--- config.mk ---
export PLATFORM = sky130hd
export DESIGN_NAME = pipe_trace_unit
export DESIGN_NICKNAME = d
export VERILOG_FILES = /design/src/rtl/pipe_trace_pkg.sv /design/src/rtl/pipe_trace_fifo.sv /design/src/rtl/pipe_trace_unit.sv
export SDC_FILE = /design/constraint.sdc
export NUM_CORES = 1
export LEC_CHECK = 0
export ABC_CLOCK_PERIOD_IN_PS = 15310
export BUFFER_PORTS_ARGS = -buffer_cell sky130_fd_sc_hd__buf_2
export CAP_MARGIN = 20
export CORE_ASPECT_RATIO = 0.8
export CORE_MARGIN = 2
export CORE_UTILIZATION = 56
export CTS_CLUSTER_DIAMETER = 40
export DETAILED_ROUTE_END_ITERATION = 10
export GPL_TIMING_DRIVEN = 0
export PLACE_DENSITY = 0.72
export SLEW_MARGIN = 20
export SYNTH_ARGS = -nofsm -noshare
export SYNTH_HDL_FRONTEND = slang
export SYNTH_SLANG_ARGS = --single-unit
export TNS_END_PERCENT = 10
--- constraint.sdc ---
create_clock -name clk -period 15.31 [get_ports clk]
set_clock_uncertainty 0.05 [all_clocks]
set_input_delay 3.062 -clock clk [delete_from_list [all_inputs] [get_ports clk]]
set_output_delay 3.062 -clock clk [all_outputs]
set_load 0.02 [all_outputs]
--- src/rtl/pipe_trace_pkg.sv ---
// Shared definitions for the pipeline trace unit: counter select codes, forwarding
// select codes and the trace record layout (timestamp field under PIPE_TRACE_TIMESTAMP_EN).
package pipe_trace_pkg;

    localparam logic [2:0] CNT_CYCLES  = 3'd0;
    localparam logic [2:0] CNT_RETIRED = 3'd1;
    localparam logic [2:0] CNT_STALLS  = 3'd2;
    localparam logic [2:0] CNT_FWD_A   = 3'd3;
    localparam logic [2:0] CNT_FWD_B   = 3'd4;
    localparam logic [2:0] CNT_HITS    = 3'd5;
    localparam logic [2:0] CNT_MISSES  = 3'd6;
    localparam logic [2:0] CNT_DROPS   = 3'd7;
    localparam int         NUM_CNT     = 8;

    // Same encoding the forwarding unit drives onto fwd_a/fwd_b.
    localparam logic [1:0] FWD_NONE  = 2'b00;
    localparam logic [1:0] FWD_EXMEM = 2'b01;
    localparam logic [1:0] FWD_MEMWB = 2'b10;

    localparam int REC_XLEN = 32;
    localparam int REC_TS_W = 32;

    // Record layout at default widths; the top builds the same layout at its own widths.
    typedef struct packed {
`ifdef PIPE_TRACE_TIMESTAMP_EN
        logic [REC_TS_W-1:0] stamp;
`endif
        logic [4:0]          rd;
        logic [REC_XLEN-1:0] data;
    } trace_rec_t;

    function automatic logic fwd_active(input logic [1:0] sel);
        return sel != FWD_NONE;
    endfunction

endpackage

--- src/rtl/pipe_trace_fifo.sv ---
// Synchronous trace FIFO: wrap-bit pointers, valid/ready pop, drop-on-full and flush.
// Output is read straight from storage and forced to zero while empty.
module pipe_trace_fifo #(
    parameter int W     = 37,
    parameter int DEPTH = 16
) (
    input  logic                       clk,
    input  logic                       reset,
    input  logic                       flush,
    input  logic                       push,
    input  logic [W-1:0]               din,
    input  logic                       pop_ready,
    output logic                       out_valid,
    output logic [W-1:0]               dout,
    output logic                       drop,
    output logic [$clog2(DEPTH):0]     level
);
    localparam int AW = $clog2(DEPTH);

    logic [W-1:0] mem [DEPTH];
    logic [AW:0]  wptr;
    logic [AW:0]  rptr;
    logic         full;
    logic         empty;
    logic         pop;
    logic         wr;

    assign empty     = (wptr == rptr);
    assign full      = (wptr[AW] != rptr[AW]) && (wptr[AW-1:0] == rptr[AW-1:0]);
    assign out_valid = !empty;
    assign pop       = out_valid && pop_ready && !flush;
    // A pop in the same cycle frees the slot, so a push into a full FIFO still lands.
    assign wr        = push && !flush && (!full || pop);
    assign drop      = push && !flush && full && !pop;
    assign level     = wptr - rptr;
    assign dout      = empty ? '0 : mem[rptr[AW-1:0]];

    always_ff @(posedge clk or posedge reset) begin
        if (reset) begin
            wptr <= '0;
            rptr <= '0;
        end else if (flush) begin
            wptr <= '0;
            rptr <= '0;
        end else begin
            if (wr)  wptr <= wptr + 1'b1;
            if (pop) rptr <= rptr + 1'b1;
        end
    end

    always_ff @(posedge clk) begin
        if (wr) mem[wptr[AW-1:0]] <= din;
    end

endmodule

--- src/rtl/pipe_trace_unit.sv ---
// Pipeline observability: wrapping event counters with a registered select mux and a
// write-back trace FIFO. PIPE_TRACE_TIMESTAMP_EN adds a cycle stamp per record and tr_time.
module pipe_trace_unit
    import pipe_trace_pkg::*;
#(
    parameter int XLEN    = 32,
    parameter int DEPTH   = 16,
    parameter int CNT_W   = 32,
    parameter int SKIP_X0 = 1
) (
    input  logic                      clk,
    input  logic                      reset,
    input  logic                      en,
    input  logic                      clr,
    input  logic                      flush,
    input  logic                      stall,
    input  logic [1:0]                fwd_a,
    input  logic [1:0]                fwd_b,
    input  logic                      cache_access,
    input  logic                      cache_hit,
    input  logic                      wb_valid,
    input  logic [4:0]                wb_rd,
    input  logic [XLEN-1:0]           wb_data,
    output logic                      tr_valid,
    input  logic                      tr_ready,
    output logic [4:0]                tr_rd,
    output logic [XLEN-1:0]           tr_data,
`ifdef PIPE_TRACE_TIMESTAMP_EN
    output logic [CNT_W-1:0]          tr_time,
`endif
    input  logic [2:0]                cnt_sel,
    output logic [CNT_W-1:0]          cnt_value,
    output logic                      overflow,
    output logic [$clog2(DEPTH):0]    level
);
    typedef struct packed {
`ifdef PIPE_TRACE_TIMESTAMP_EN
        logic [CNT_W-1:0] stamp;
`endif
        logic [4:0]       rd;
        logic [XLEN-1:0]  data;
    } rec_t;

    localparam int REC_W = $bits(rec_t);

    logic [CNT_W-1:0]   cnt [NUM_CNT];
    logic [NUM_CNT-1:0] inc;
    logic               skip;
    logic               push;
    logic               drop;
    rec_t               rec_in;
    rec_t               rec_out;
    logic [REC_W-1:0]   fifo_dout;

    assign skip = (SKIP_X0 != 0) && (wb_rd == 5'd0);
    assign push = en && wb_valid && !skip;

    always_comb begin
        rec_in      = '0;
        rec_in.rd   = wb_rd;
        rec_in.data = wb_data;
`ifdef PIPE_TRACE_TIMESTAMP_EN
        // Stamp is the cycle count before this cycle's own increment.
        rec_in.stamp = cnt[CNT_CYCLES];
`endif
    end

    pipe_trace_fifo #(
        .W     (REC_W),
        .DEPTH (DEPTH)
    ) u_fifo (
        .clk       (clk),
        .reset     (reset),
        .flush     (flush),
        .push      (push),
        .din       (rec_in),
        .pop_ready (tr_ready),
        .out_valid (tr_valid),
        .dout      (fifo_dout),
        .drop      (drop),
        .level     (level)
    );

    assign rec_out = rec_t'(fifo_dout);
    assign tr_rd   = rec_out.rd;
    assign tr_data = rec_out.data;
`ifdef PIPE_TRACE_TIMESTAMP_EN
    assign tr_time = rec_out.stamp;
`endif

    always_comb begin
        inc              = '0;
        inc[CNT_CYCLES]  = en;
        inc[CNT_RETIRED] = push;
        inc[CNT_STALLS]  = en && stall;
        inc[CNT_FWD_A]   = en && fwd_active(fwd_a);
        inc[CNT_FWD_B]   = en && fwd_active(fwd_b);
        inc[CNT_HITS]    = en && cache_access && cache_hit;
        inc[CNT_MISSES]  = en && cache_access && !cache_hit;
        inc[CNT_DROPS]   = drop;
    end

    always_ff @(posedge clk or posedge reset) begin
        if (reset) begin
            for (int i = 0; i < NUM_CNT; i++) cnt[i] <= '0;
            overflow <= 1'b0;
        end else if (clr) begin
            for (int i = 0; i < NUM_CNT; i++) cnt[i] <= '0;
            overflow <= 1'b0;
        end else begin
            for (int i = 0; i < NUM_CNT; i++) begin
                if (inc[i]) cnt[i] <= cnt[i] + 1'b1;
            end
            if (drop) overflow <= 1'b1;
        end
    end

    always_ff @(posedge clk or posedge reset) begin
        if (reset) cnt_value <= '0;
        else       cnt_value <= cnt[cnt_sel];
    end

endmodule

======== Word-level counts from Yosys, hierarchy flattened ========
Memories as Yosys holds them, arrays and structs flattened.
Cells that the tools add are included.
storage, ports and cells
  flip-flop bits (word level) ............. 299
  latch bits .............................. 0
  RAM bits ................................ 592
  memory bits (read-only) ................. 0
  input bits .............................. 54
  word-level logic and storage cells ...... 85
  memories ................................ 1
memory list
  memory      words  width  read ports  clocked after Yosys merged registers in  wr ports  RTL line               RTL
  u_fifo.mem  16     37     1           0                                        1         pipe_trace_fifo.sv:20  logic [W-1:0] mem [DEPTH];
operators by class
  add/sub/neg operators ................... 11
  multipliers ............................. 0
  divide/modulo/power cells ............... 0
  order comparisons ....................... 1
  equality and inequality tests ........... 3
  shift operators ......................... 0
  mux-type cells .......................... 21
  bitwise operators ....................... 1
  reductions and logical operators ........ 35
operators by type and width
  operator                                       count
  two-way mux 32 bit                             10
  adder 32 x 1 -> 32 bit, second input constant  8
  two-way mux 256 bit                            1
  binary-select mux 32 bit (select 3 bit)        1
  two-way mux 37 bit                             1
  nonzero test 2 bit                             12
  two-way mux 5 bit                              4
  logical AND 1 bit                              15
  adder 5 x 1 -> 5 bit, second input constant    2
  zero test 1 bit                                6
  == test 5 bit                                  1
  zero test 5 bit                                1
  subtractor 5 bit                               1
  == test 4 bit                                  1
  >= comparator 4 bit, second input constant     1
  two-way mux 1 bit                              4
  NOT 3 -> 4 bit                                 1
  logical OR 1 bit                               1
  != test 1 bit                                  1

======== Longest topological paths before layout ========
Gate-level depths: netlist of run 1.
  word-level depth ........................ 8
  gate-level depth with buffers ........... 11
  gate-level depth less buffers ........... 7

======== By module ========
From an unflattened synthesis of run 1, not the netlist that was laid out.
second synthesis, totals
  cell total of the unflattened synthesis .. 2471
  area, all modules ....................... 38728.4 µm²
by module, submodules not included
  module           instances  cells each  area each (µm²)  seq. area each (µm²)
  pipe_trace_fifo  1          1019        23281.1          18027.3
  pipe_trace_unit  1          1452        15447.3          7231.9

======== Worst setup path before layout of run 1 ========
No wires, ideal clock.
  path kind ............................... input-to-reg
  from .................................... input en
  to ...................................... memory u_fifo.mem[0][0], enable pin
  setup time .............................. 0.524 ns
  data arrival time ....................... 7.602 ns
  required time ........................... 14.736 ns
  setup slack ............................. 7.134 ns
  stages .................................. 5
  path through ............................ and2_0 > o21a_1 > clkbuf_1 > nand2_1 > nor4_1
between the ends
  cells in the longest elaborated chain, start to end .. 6
ends and longest elaborated chain
  what                                     RTL line               RTL
  start, declared                          pipe_trace_unit.sv:13  input logic en,
  logical AND 1 bit (2 in series)          pipe_trace_unit.sv:56  assign push = en && wb_valid && !skip;
  logical AND 1 bit (2 in series)          pipe_trace_fifo.sv:33  assign wr = push && !flush && (!full || pop);
  two-way mux 1 bit                        pipe_trace_fifo.sv:52  if (wr) mem[wptr[AW-1:0]] <= din;
  two-way mux 1 bit (implied by the code)  pipe_trace_fifo.sv:52
  end, declared                            pipe_trace_fifo.sv:20
No other way between the ends.

======== Worst setup path in the final report of run 1 ========
  from .................................... register u_fifo.rptr[1]
  to ...................................... output tr_rd[1]
between the ends
  cells in the longest elaborated chain, start to end .. 2
  elaborated cells between the ends (all ways) .. 3
  classes of those cells .................. eq/ne (1); mux (1); memory (1)
ends and longest elaborated chain
  what                                                        RTL line               RTL
  start, declared                                             pipe_trace_fifo.sv:22  logic [AW:0] rptr;
  start signal, assigned                                      pipe_trace_fifo.sv:47  if (pop) rptr <= rptr + 1'b1;
  memory read (16 x 37 bit) or == test 5 bit (tied branches)  -
  two-way mux 37 bit *                                        pipe_trace_fifo.sv:36  assign dout = empty ? '0 : mem[rptr[AW-1:0]];
  end, declared                                               pipe_trace_unit.sv:26  output logic [4:0] tr_rd,
Mark *: on every way between the ends. The rest lies on a longest branch, timed or not.

==> reports/qor.yml, run 1 <==
endpoint_kind: "output port"
critPathKind: "reg -> out"
syn_avg_cell_area_um2: 15.26
finalWirelength_mm: 106.6
grt_pass1_wl_mm: 157.8
crit_family: "buffers and inverters"
holdCritPathClass: "reg -> reg"
hold_viol_final: 0
outcome: "complete, no violations"
dr.pass1.iters: 5
slowest_delay_ns: 0.76
dpl_cell_area_um2: 41760
die_height_um: 239.7
tightest_slew_ns: 1.069
drv_slew: 0
slowest_stage: "buf_1"
yosysSeqAreaShare_pct: 64.97
cts_resized: 0
critical_path.cell_chain: "clkbuf_1 > clkbuf_1 > buf_1 > inv_1 > ha_1 > and4_1 > nand2_1 > nand2b_1 > buf_1 > clkbuf_1 > o22ai_1 > buf_2"
leakagePower_nw: 16.54
vias_per_cell: 6.502
cts_tree: "built"
die_w_um: 298.6
drive_above_1_share_pct: 22.74
crit_path_start_kind: "register"
drtAntennaViolNets: 0
fin_crit_sh_pct: 59.25
synth-main-ff-cell: "edfxtp_1"
path_common_cell: "clkbuf_1"
synth_cells: 2547
crit_arrival_ns: 5.96
synth.net_count: 2619
drc: 0
gr-usage-all-layers_pct: 29.95
fill_cells: 4613
relSlewSlack_pct: 28.71
area_growth_pct: 16.99
grt_max_degree: 101
yosys.area.top_type_share_pct: 45.72
holdBufCountCts: 0
drt_iter0_markers: 3011
ys_warn_count: 0
synthesis.area_um2: 38880
synth-edff-count: 592
cts_setup_buffers: 0
cts.sinks: 891
start_util_pct: 56.55
clkSlewWorstSetupHoldPaths_ns: 0.06
grt_overflow: 0
h-tree-depth: 3
p_per_area_nw_per_um2: 121.4
required_ns: 12.20
critical_path_buf_inv_count: 7
vias: 25150
clockBufferDepth: 3
fin_crit_ns: 9.071
p_total_mw: 5.521
fmax_mhz: 110.2
post-route-util_pct: 66.15
nets: 2918
regArea_um2: 25260
multiInputGateArea_um2: 13120
port_buffers: 125
fp-row-count: 86
rsz0062_at_grt: "false"
pin_count: 130
synth.largest_area_cell: "edfxtp_1"
antenna_found_initial: 10
routabilityCongestion: 0.9363
insertion_delay_ns: 0.67
root_buffer: "clkbuf_16"
worstPathMaxFanout: 10
postLayoutCellArea_um2: 45480
synth-seq-cells: 891
maxCapViolCount: 0
wire_per_inst_um: 27.55
cts-buffers-inserted: 108
fin_tns_setup_ns: 0
hpwl_mm: 72.08
synth_cell_types: 61
design.die.area_um2: 71570
yosys-top-cells-area: "edfxtp_1 (46%), dfrtp_1 (19%), mux4_2 (12%)"
grt_pass1_vias: 24810
async_flop_share_pct: 33.56
setup_viol: 0
core_um2: 68760
ir_drop_mv: 0.08825
## worst register-to-register path, stage by stage, from the launching register on
cell and delay (ns):
dfrtp_1 0.43, clkbuf_1 0.32, clkbuf_1 0.52, buf_1 0.75, inv_1 0.25, ha_1 0.40
nand4_1 0.15, nor3_1 0.10, nor2_1 0.36, nand3b_1 0.43, nor2_4 0.67, buf_16 0.25
buf_16 0.19
## cell families (layout without fill, tap and decap cells)
kind of cell,after synthesis,in the layout,synth area share [%]
xor gates and xnor gates,217,217,4.888
other,0,5,0
DFF,891,891,64.97
and+or+nand+nor,795,795,10.41
adders and majority gates,18,18,0.5986
AOI/OAI and AO/OA,130,130,2.005
muxes,331,331,15.48
buffers and inverters,165,556,1.648
## power breakdown
group          leakage (nW)  internal (mW)  switching, mW
clock network          1.77           1.56           1.03
logic                  5.28          0.103          0.233
registers              9.50           2.58        0.00922
total                  16.5           4.25           1.28
## cell type report
cell class	count	area share [%]
Sequential cell	891	55.53
Multi-Input combinational cell	1491	28.83
Antenna cell	5	0.02751
Inverter	40	0.3466
Clock buffer	130	6.423
Buffer	125	1.103
Tap cell	924	2.542
Clock inverter	72	1.703
Timing Repair Buffer	189	3.488
## worst paths after layout
check                          startpoint           endpoint  depth (start not counted)  slack [ns]
max reg2reg                u_fifo.rptr[1]  u_fifo.mem[4][16]                         12       10.13
max                        u_fifo.rptr[1]           tr_rd[1]                         12        6.24
min                               cnt[81]            cnt[81]                          2        0.51
min reg2reg                       cnt[81]            cnt[81]                          2        0.51
max in group asynchronous           reset           cnt[142]                          4       11.60
min in group asynchronous           reset            cnt[56]                          2        2.35
## state kept, by name, summed over array words and instances (netlist names)
name	count
overflow	1
u_fifo.mem	592
u_fifo.wptr	5
cnt	256
cnt_value	32
u_fifo.rptr	5
## stage by stage
stage | std cells | hold slack, ns | worst slack [ns]
floorplan | 2547 | 0.4500 | 3.937
global placement | 3596 | 0.4682 | 0.7428
detailed placement | 3659 | 0.4854 | 7.044
CTS | 3861 | 0.5086 | 6.306
global route | 3866 | 0.5368 | 6.028
finish | 3867 | 0.5066 | 6.239
## metal layers
layer	track usage, %	routed length, µm	vias to the layer above
li1	-	-	10450
met1	43.83	42510	12940
met2	45.05	48320	1546
met3	7.619	12840	199
met4	8.375	2825	10
met5	0	56	-
## Yosys cell counts, types with 5 or more instances
master / number
and2_1: 16
nand4_1: 84
edfxtp_1: 592
inv_1: 39
mux2_2: 39
nor2b_1: 8
or3_1: 24
nand2b_1: 6
xnor2_1: 117
nor3_1: 56
or2_2: 6
mux2i_1: 80
o211ai_1: 6
buf_1: 31
a21oi_1: 39
xor2_1: 100
or4_1: 11
ha_1: 17
nor3b_1: 5
nor2_1: 274
mux4_2: 211
dfrtp_1: 299
and3_1: 31
o31ai_1: 8
o22ai_1: 37
o21ai_0: 25
nor4_1: 44
nand3_1: 91
nand2_1: 87
and4_1: 29
clkbuf_1: 88
## cell usage in the layout (no fill, tap or decap), types with 25 or more instances in the layout
| master | count |
|---|---|
| a21oi_1 | 39 |
| and3_1 | 31 |
| and4_1 | 29 |
| buf_16 | 25 |
| buf_2 | 150 |
| clkbuf_1 | 100 |
| clkbuf_16 | 113 |
| dfrtp_1 | 299 |
| edfxtp_1 | 592 |
| inv_1 | 38 |
| mux2_2 | 39 |
| mux2i_1 | 80 |
| mux4_2 | 211 |
| nand2_1 | 87 |
| nand3_1 | 91 |
| nand4_1 | 84 |
| nor2_1 | 262 |
| nor3_1 | 56 |
| nor4_1 | 37 |
| o21ai_0 | 25 |
| o22ai_1 | 37 |
| xnor2_1 | 117 |
| xor2_1 | 100 |
(Power assumes the default switching activity.)
==> run 2: changes to the inputs <==
ABC_CLOCK_PERIOD_IN_PS = 8800   (was 15310)
clock period = 8.8 ns   (was 15.31 ns; I/O delays follow)
==> run 2 against run 1 <==
Wire length about the same. Largest cell class unchanged. Hold slack worse by 0.0083 ns. Utilization up 0.81 points. Via count up 0.76%. Combinational power up 76%. Flip-flop and latch count unchanged. Worst setup slack worse by 5.0 ns. Non-clock buffer count up 6. Sequential share of layout area down 0.67 points.
==> reports/qor.yml, run 2 (same netlist as run 1, synthesis figures left out) <==
outcome: "complete, no violations"  # unchanged
clkSlewWorstSetupHoldPaths_ns: 0.06  # about the same
drc: 0  # unchanged
dp.cells: 3666  # was 3659
leakagePower_nw: 16.83  # was 16.54 nW
routabilityCongestion: 0.9592  # was 0.9363
final_common_cell: "edfxtp_1"  # unchanged
crit_family: "buffers and inverters"  # unchanged
drv_slew: 0  # unchanged
hpwl_mm: 71.37  # was 72.08 mm
rsz0062_at_grt: "false"  # unchanged
grt_pass1_vias: 24750  # was 24810
drtAntennaViolNets: 0  # unchanged
hold_start: "cnt[95]"  # was cnt[81]
worstPathMaxFanout: 10  # unchanged
grt_max_degree: 35  # was 101
holdPathStages: 2  # unchanged
ff2ff_setup_slack_ns: 3.65  # was 10.13 ns
start_util_pct: 56.55  # unchanged
design.die.area_um2: 71570  # unchanged
path_common_cell: "clkbuf_1"  # unchanged
cts_setup_buffers: 0  # unchanged
cts_tree: "built"  # unchanged
antenna_found_initial: 8  # was 10
dpl_cell_area_um2: 41850  # was 41760 µm²
cts_resized: 0  # unchanged
hold_viol_final: 0  # unchanged
vias: 25340  # was 25150
post-route-util_pct: 66.96  # was 66.15%
maxCapViolCount: 0  # unchanged
r2r_cells: 12  # unchanged
tightest_slew_ns: 1.091  # was 1.069 ns
largest_register_ffs: 592  # unchanged
clockBufferDepth: 3  # unchanged
r2r-end: "u_fifo.mem[13][30]"  # was u_fifo.mem[4][16]
root_buffer: "clkbuf_16"  # unchanged
die_w_um: 298.6  # unchanged
drt_iter0_markers: 3645  # was 3011
cts.sinks: 891  # unchanged
drive_above_1_share_pct: 23.55  # was 22.74%
h-tree-depth: 3  # unchanged
critical_path_buf_inv_count: 7  # unchanged
fp-row-count: 86  # unchanged
postLayoutCellArea_um2: 46040  # was 45480 µm²
crit_path_start_kind: "register"  # unchanged
die_height_um: 239.7  # unchanged
min_to: "cnt[95]"  # was cnt[81]
holdCritPathClass: "reg -> reg"  # unchanged
setup_viol: 0  # unchanged
critical_path.cell_chain: "clkbuf_1 > clkbuf_1 > buf_1 > inv_1 > ha_1 > and4_1 > nand2_1 > nand2b_1 > buf_1 > clkbuf_1 > o22ai_1 > buf_2"  # unchanged
wire_per_inst_um: 27.45  # was 27.55 µm
finalNonFillerCells: 3884  # was 3867
nets: 2931  # was 2918
port_buffers: 125  # unchanged
fmax_mhz: 132.0
p_per_area_nw_per_um2: 219.6  # was 121.4 nW/µm²
finalWirelength_mm: 106.6  # about the same
fin_crit_ns: 7.577
crit_arrival_ns: 5.77  # was 5.96 ns
grt_pass1_wl_mm: 158.4  # was 157.8 mm
holdBufCountCts: 0  # unchanged
ir_drop_mv: 0.1929  # was 0.08825 mV
dr.pass1.iters: 5  # unchanged
final_cell_mix: "edfxtp_1 (592), dfrtp_1 (299), nor2_1 (262), mux4_2 (211), buf_2 (154)"  # was edfxtp_1 (592), dfrtp_1 (299), nor2_1 (262), mux4_2 (211), buf_2 (150)
required_ns: 6.99  # was 12.20 ns
cts-buffers-inserted: 115  # was 108
insertion_delay_ns: 0.67  # about the same
fin_crit_sh_pct: 86.10
critPathKind: "reg -> out"  # unchanged
relSlewSlack_pct: 27.28  # was 28.71%
core_um2: 68760  # unchanged
gr-usage-all-layers_pct: 30.07  # was 29.95%
slowest_stage: "buf_1"  # unchanged
grt_overflow: 0  # unchanged
slowest_delay_ns: 0.80  # was 0.76 ns
endpoint_kind: "output port"  # unchanged
vias_per_cell: 6.523  # was 6.502
pin_count: 130  # unchanged
reg2reg_from: "u_fifo.rptr[1]"  # unchanged
area_growth_pct: 18.42  # was 16.99%
## run 2: changes by cell type in the layout (fill, tap and decap cells not counted), moves of 2 or more
cell        delta
bufinv_16      +9
clkinvlp_4     -3
clkbuf_2       +2
buf_2          +4
buf_4          -5
buf_12        +10
clkbuf_1       -6
inv_6          +4
buf_16         -3
clkinv_1       -4
clkbuf_16      +6
inv_8          +2
## run 2: power breakdown
part / total, mW / switching, mW / internal [mW]
clock network: 5.01 / 1.89 / 3.12
logic: 0.590 / 0.406 / 0.184
registers: 4.51 / 0.0158 / 4.49
total: 10.1 / 2.31 / 7.80
## run 2: layer usage
metal / GRT usage (%) / vias to the layer above / routed length (µm)
li1: - / 10470 / -
met1: 44.64 / 13030 / 42940
met5: 0 / - / 22
met2: 44.84 / 1618 / 48410
met4: 9.137 / 4 / 3046
met3: 6.812 / 221 / 12190
## run 2: tightest hold or removal path, cell delays in order, from the launching register on
cell     delay (ns)
dfrtp_1        0.36
xnor2_1        0.08
nor2_1         0.07
## run 2: final cells by class
class | instances | area [µm²]
Timing Repair Buffer | 195 | 1680
Clock buffer | 132 | 3067
Multi-Input combinational cell | 1491 | 13120
Fill cell | 4504 | 22720
Sequential cell | 891 | 25260
Buffer | 125 | 503.0
Inverter | 40 | 153.9
Antenna cell | 5 | 12.51
Tap cell | 924 | 1156
Clock inverter | 81 | 1089
## run 2: how the worst max path moves through the flow
stage	from	endpoint	slack, ns	depth (start not counted)
final	u_fifo.rptr[1]	tr_rd[1]	1.22	12
after global routing	u_fifo.rptr[1]	tr_rd[1]	0.95	12
after CTS	u_fifo.rptr[1]	tr_rd[1]	1.26	12
after detailed placement	u_fifo.rptr[1]	tr_rd[1]	1.97	12
after global placement	wb_rd[0]	u_fifo.mem[2][25]	-3.22	7
after floorplan	en	u_fifo.mem[0][0]	1.93	5
## run 2: through the flow
step / worst slack (ns) / total power, mW / setup TNS, ns / hold slack, ns
6_report: 1.223 / 10.11 / 0 / 0.4983
5_1_grt: 0.9549 / 10.36 / 0 / 0.5146
4_1_cts: 1.261 / 10.15 / 0 / 0.4978
3_5_place_dp: 1.967 / 5.175 / 0 / 0.4808
3_3_place_gp: -3.216 / 5.147 / -470.86 / 0.4699
2_1_floorplan: 1.926 / 4.917 / 0 / 0.4500
